`src/rtl/serial_pkg.sv`:
```
// rtl/serial_pkg.sv - shared serial frame constants and collector state encoding
//
// Purpose: definitions shared by the two's-complement stage, its serializer
// and the word collector, so that every block agrees on the frame format.
// Ports: none (package).

package serial_pkg;

  // Default word length of a serial frame.
  localparam int DEFAULT_WIDTH = 8;

  // Frames are sent least-significant bit first; sof marks bit index 0.
  localparam bit LSB_FIRST     = 1'b1;
  localparam int SOF_BIT_INDEX = 0;

  // Collector FSM: IDLE waits for sof, SHIFT is a frame in progress.
  typedef enum logic {
    IDLE  = 1'b0,
    SHIFT = 1'b1
  } state_e;

endpackage

```
`src/rtl/sipo_bit_counter.sv`:
```
// rtl/sipo_bit_counter.sv - per-frame bit counter with terminal-count flag
//
// Purpose: counts bits accepted in the current frame, wrapping to 0 after
// the last bit of a word.
// Ports:
//   clk    in   1      clock, posedge
//   clr    in   1      synchronous clear to 0 (highest priority)
//   start  in   1      load 1: the bit being accepted is bit 0 of a new frame
//   en     in   1      count one accepted bit; wraps to 0 at terminal count
//   cnt    out  CNT_W  current count
//   tc     out  1      cnt == WIDTH-1 (next accepted bit completes the word)

module sipo_bit_counter #(
  parameter int WIDTH = 8,
  parameter int CNT_W = $clog2(WIDTH)
) (
  input  logic             clk,
  input  logic             clr,
  input  logic             start,
  input  logic             en,
  output logic [CNT_W-1:0] cnt,
  output logic             tc
);

  logic [CNT_W-1:0] cnt_q;
  logic [CNT_W-1:0] cnt_d;

  assign tc  = (cnt_q == CNT_W'(WIDTH - 1));
  assign cnt = cnt_q;

  always_comb begin
    cnt_d = cnt_q;
    if (start) begin
      cnt_d = CNT_W'(1);
    end else if (en) begin
      cnt_d = tc ? '0 : cnt_q + CNT_W'(1);
    end
  end

  always_ff @(posedge clk) begin
    if (clr) begin
      cnt_q <= '0;
    end else begin
      cnt_q <= cnt_d;
    end
  end

endmodule

```
`src/rtl/sipo_word_collector.sv`:
```
// rtl/sipo_word_collector.sv - collects LSB-first serial frames into parallel words
//
// Purpose: reassembles WIDTH-bit serial frames (sof on bit 0) into words and
// presents them on a valid/ready output register.
// Ports:
//   clk         in   1      clock, posedge
//   reset_n     in   1      synchronous reset, active-low
//   sin         in   1      serial data bit
//   sin_valid   in   1      sin carries a real bit this cycle
//   sof         in   1      start of frame, qualified by sin_valid
//   word_out    out  WIDTH  assembled word, bit 0 = first bit received
//   word_valid  out  1      word_out holds an unconsumed word
//   word_ready  in   1      consumer accepts word_out this cycle
//   busy        out  1      frame in progress
//   overrun     out  1      pulse: completed word dropped, output register full
//   frame_err   out  1      pulse: sof seen mid-frame, partial word discarded

module sipo_word_collector
  import serial_pkg::*;
#(
  parameter int WIDTH = DEFAULT_WIDTH
) (
  input  logic             clk,
  input  logic             reset_n,
  input  logic             sin,
  input  logic             sin_valid,
  input  logic             sof,
  output logic [WIDTH-1:0] word_out,
  output logic             word_valid,
  input  logic             word_ready,
  output logic             busy,
  output logic             overrun,
  output logic             frame_err
);

  localparam int CNT_W = $clog2(WIDTH);

  state_e           state_q, state_d;
  logic [WIDTH-1:0] shift_q, shift_d;
  logic [WIDTH-1:0] word_q, word_d;
  logic             valid_q, valid_d;
  logic             overrun_q, overrun_d;
  logic             frame_err_q, frame_err_d;

  logic             cnt_start;
  logic             cnt_en;
  logic             cnt_tc;
  logic [CNT_W-1:0] bit_cnt;
  logic             complete;

  sipo_bit_counter #(
    .WIDTH (WIDTH),
    .CNT_W (CNT_W)
  ) u_bit_counter (
    .clk   (clk),
    .clr   (!reset_n),
    .start (cnt_start),
    .en    (cnt_en),
    .cnt   (bit_cnt),
    .tc    (cnt_tc)
  );

  // Frame FSM and shift register.
  always_comb begin
    state_d     = state_q;
    shift_d     = shift_q;
    cnt_start   = 1'b0;
    cnt_en      = 1'b0;
    complete    = 1'b0;
    frame_err_d = 1'b0;

    unique case (state_q)
      IDLE: begin
        // Bits outside a frame are ignored until sof arrives.
        if (sin_valid && sof) begin
          shift_d   = WIDTH'({sin, shift_q} >> 1);
          cnt_start = 1'b1;
          state_d   = SHIFT;
        end
      end
      SHIFT: begin
        if (sin_valid) begin
          // Stale bits of an abandoned frame need no clearing: a full frame
          // of shifts pushes them all out before the word completes.
          shift_d = WIDTH'({sin, shift_q} >> 1);
          if (sof) begin
            frame_err_d = 1'b1;
            cnt_start   = 1'b1;
          end else begin
            cnt_en = 1'b1;
            if (cnt_tc) begin
              complete = 1'b1;
              state_d  = IDLE;
            end
          end
        end
      end
      default: state_d = IDLE;
    endcase
  end

  // Output register with valid/ready handshake.
  always_comb begin
    word_d    = word_q;
    valid_d   = valid_q;
    overrun_d = 1'b0;

    if (valid_q && word_ready) begin
      valid_d = 1'b0;
    end

    if (complete) begin
      // A word being consumed on this edge frees the register for the new one.
      if (!valid_q || word_ready) begin
        word_d  = shift_d;
        valid_d = 1'b1;
      end else begin
        overrun_d = 1'b1;
      end
    end
  end

  always_ff @(posedge clk) begin
    if (!reset_n) begin
      state_q     <= IDLE;
      shift_q     <= '0;
      word_q      <= '0;
      valid_q     <= 1'b0;
      overrun_q   <= 1'b0;
      frame_err_q <= 1'b0;
    end else begin
      state_q     <= state_d;
      shift_q     <= shift_d;
      word_q      <= word_d;
      valid_q     <= valid_d;
      overrun_q   <= overrun_d;
      frame_err_q <= frame_err_d;
    end
  end

  assign word_out   = word_q;
  assign word_valid = valid_q;
  assign busy       = (state_q == SHIFT);
  assign overrun    = overrun_q;
  assign frame_err  = frame_err_q;

  // The counter value itself is observed only through its terminal flag.
  logic unused_cnt;
  assign unused_cnt = ^bit_cnt;

endmodule

```
`config.mk`:
```
export PLATFORM = sky130hd
export DESIGN_NAME = sipo_word_collector
export DESIGN_NICKNAME = d
export VERILOG_FILES = /design/src/rtl/serial_pkg.sv /design/src/rtl/sipo_bit_counter.sv /design/src/rtl/sipo_word_collector.sv
export SDC_FILE = /design/constraint.sdc
export NUM_CORES = 1
export LEC_CHECK = 0
export ABC_AREA = 0
export CORE_MARGIN = 3
export CORE_UTILIZATION = 35
export CTS_BUF_LIST = sky130_fd_sc_hd__clkbuf_2
export DETAILED_ROUTE_END_ITERATION = 16
export PLACE_DENSITY = 0.57
export SLEW_MARGIN = 20
export SYNTH_ARGS = -nofsm -noshare
export SYNTH_HDL_FRONTEND = slang
export SYNTH_SLANG_ARGS = --single-unit
```
`constraint.sdc`:
```
create_clock -name clk -period 1.69 [get_ports clk]
set_clock_uncertainty 0.15 [all_clocks]
set_input_delay 0.2535 -clock clk [delete_from_list [all_inputs] [get_ports clk]]
set_output_delay 0.2535 -clock clk [all_outputs]
set_load 0.05 [all_outputs]
```
==> results of run 1 <==
==> stage by stage <==
stage | area [µm²] | cells
floorplan | 912 | 88
global placement | 1170 | 138
detailed placement | 1170 | 138
CTS | 1190 | 142
global route | 1210 | 142
finish | 1210 | 142
==> area by class of cell <==
| class | instances | area [µm²] |
|---|---|---|
| clock buffers | 4 | 20.0 |
| multi-input cells | 58 | 427 |
| flip-flops and latches | 23 | 463 |
| well taps | 28 | 35.0 |
| repair buffers | 28 | 260 |
| inverters | 1 | 3.75 |
| fillers | 233 | 1130 |
==> sequential cells by signal, summed over array words and instances, names as in the netlist <==
name,flops
busy,1
frame_err,1
overrun,1
shift_q,8
u_bit_counter.cnt,3
word_out,8
word_valid,1
==> worst reg2reg max path: stages (launching register included) <==
cell	delay, ps
dfxtp_2	370
ha_2	190
ha_4	170
and4b_1	180
and2_4	150
buf_12	130
a211oi_2	200
==> synth_stat cells <==
master	instances	area share, %
nand2_1	5	2.1
nand2b_1	1	0.69
buf_2	1	0.55
mux2i_1	8	8.8
o21ai_1	1	0.55
and2_1	1	0.69
nor3b_1	1	0.82
a22oi_1	1	0.82
buf_6	1	1.2
nand2_2	1	0.69
inv_1	1	0.41
or4b_1	1	1.1
clkbuf_1	2	0.82
and4b_1	1	1.1
nor2_1	12	4.9
ha_1	2	2.7
dfxtp_1	23	50
nand4b_1	1	0.96
a211oi_2	8	11
o21ai_0	1	0.55
nor2b_1	1	0.69
and3_1	1	0.69
buf_4	2	1.6
a21oi_1	11	6.0
==> cells by family (layout without fill, tap and decap cells) <==
group	count (synthesis)	count (layout)	synth area share, %
compound gates	22	22	18.9
fa+ha+maj	2	2	2.74
buf+inv	7	33	4.66
flops	23	23	50.5
mux	8	8	8.78
simple gates	26	26	14.4
==> power groups by stage <==
stage / logic, µW / registers (µW) / clock network (µW)
2_1_floorplan: 34.3 / 572 / 0
3_3_place_gp: 85.6 / 566 / 0
3_5_place_dp: 85.1 / 567 / 0
4_1_cts: 85.7 / 556 / 228
5_1_grt: 92.2 / 558 / 244
6_report: 84.8 / 556 / 219
==> layer usage <==
metal	GRT usage, %	up-vias	routed length (µm)
met5	0	-	0
met4	2.98	0	10
met3	3.17	2	76
met2	16.6	10	687
met1	16.2	323	911
li1	-	361	-
==> timing repair <==
| action | in CTS | in global routing |
|---|---|---|
| gates cloned | 0 | 0 |
| gates resized for setup | 2 | 4 |
| endpoints found under the setup margin | 6 | 8 |
==> worst min-delay path by stage <==
| stage | end | depth (start not counted) | start |
|---|---|---|---|
| 2_1_floorplan | frame_err | 2 | sof |
| 3_3_place_gp | u_bit_counter.cnt[1] | 2 | u_bit_counter.cnt[1] |
| 3_5_place_dp | u_bit_counter.cnt[1] | 2 | u_bit_counter.cnt[1] |
| 4_1_cts | u_bit_counter.cnt[1] | 2 | u_bit_counter.cnt[1] |
| 5_1_grt | u_bit_counter.cnt[1] | 2 | u_bit_counter.cnt[1] |
| 6_report | u_bit_counter.cnt[1] | 2 | u_bit_counter.cnt[1] |
==> cell usage in the layout, fill, tap and decap left out, types with 2 or more instances in the layout <==
cell type / netlist / final
a211oi_2: 8 / 8
a21oi_1: 11 / 11
buf_12: 0 / 3
buf_4: 2 / 20
clkbuf_2: 0 / 4
clkdlybuf4s50_1: 0 / 5
dfxtp_1: 23 / 21
dfxtp_2: 0 / 2
mux2i_1: 8 / 8
nand2_1: 5 / 5
nor2_1: 12 / 12
==> results.json, run 1 <==
{
  "syn2layout_area_growth_pct": 32.5,
  "hold_violations": 0,
  "path_cells": "ha_2 > ha_4 > and4b_1 > and2_4 > buf_12 > a211oi_2",
  "fin_ws_ps": 85.3,
  "finalMaxSlewViolations": 0,
  "p_sw_share_pct": 23.5,
  "vias_per_cell": 4.90,
  "critPathKind": "flop to flop",
  "worst-path-stages": 6,
  "start_util_pct": 39.0,
  "post-cts-setup-buffer-count": 0,
  "ys_types": 24,
  "ys_warn_count": 0,
  "syn_area_um2": 912,
  "power_density_mw_per_mm2": 711,
  "slowest_stage": "dfxtp_2",
  "port_buffers": 17,
  "maxCapViolCount": 0,
  "cts-buffers-inserted": 3,
  "r2r-start": "u_bit_counter.cnt[0]",
  "whs_ps": 320,
  "coreArea_mm2": 0.00234,
  "min_period_over_period_pct": 95.0,
  "cp-endpoint": "word_out[5]",
  "drive_gt1_share_pct": 36.0,
  "die_area_mm2": 0.00325,
  "firstDrtPassIters": 4,
  "cts_num_sinks": 23,
  "rsz0062_at_grt": "false",
  "fmax_mhz": 623,
  "setup_viol": 0,
  "reg2reg_setup_slack_ps": 90,
  "switchingPower_uw": 202,
  "synth_nets": 96,
  "ant_nets": 0,
  "ys_seq_elements": 23,
  "arrival_ps": 1710,
  "drt_iter0_drc": 20,
  "clkLatencyLatePin_ps": 310,
  "holdBufCountCts": 0,
  "drc": 0,
  "pwr-share-seq_pct": 64.7,
  "wl_um": 1690,
  "htree_levels": 1,
  "start_kind": "flop",
  "cts_buffer_depth": 2,
  "layout_min_cycle_time_ps": 1600,
  "path_buf_inv": 1,
  "fin_total_pwr_uw": 860,
  "gp_congestion": 0.724,
  "die_w_um": 57.1,
  "p_int_uw": 657,
  "critPathLaunch": "u_bit_counter.cnt[0]",
  "path_max_fanout": 7,
  "leakage_uw": 0.000507,
  "tightest_slew_ps": 268,
  "fin_util_pct": 51.7,
  "wl_per_cell_um": 11.9,
  "cp-end-kind": "flop",
  "vias": 696,
  "io_pins": 18,
  "tns_ps": 0,
  "core.rowCount": 17,
  "clkTransAtPathRegs_ps": 210,
  "finalNetCount": 123,
  "root_buffer": "clkbuf_2",
  "die_h_um": 57.1,
  "antenna_found_initial": 0,
  "ir_drop_v": 0.000377,
  "track_usage_pct": 11.3,
  "overflow": 0,
  "place_hpwl_um": 1220,
  "holdCritPathClass": "flop to flop",
  "grt_max_degree": 22,
  "clkPwrFrac_pct": 25.4,
  "required_ps": 1790,
  "syn_area_per_cell_um2": 10.4,
  "grt_pass1_vias": 631,
  "maxSlewHeadroom_pct": 81.6,
  "synth_cells": 88,
  "ff2ff_path_depth": 6,
  "comb_power_share_pct": 9.9,
  "r2r-end": "word_out[5]",
  "status": "complete, no violations",
  "cts_tree": "built",
  "dp_slack_ps": -64.8,
  "grt_first_pass_wirelength_um": 2940,
  "diodes": 0,
  "ys_seq_area_share_pct": 50.5,
  "critPathMaxStageDelay_ps": 370,
  "path_delay_family": "flip-flops"
}
No activity file was read; power rests on OpenSTA's default activity.
==> run 2, diff against run 1 <==
Settings changed: ABC_CLOCK_PERIOD_IN_PS from default to 1690.
==> results of run 2 <==
Final layout, timing and power as in run 1 (identical DEF).
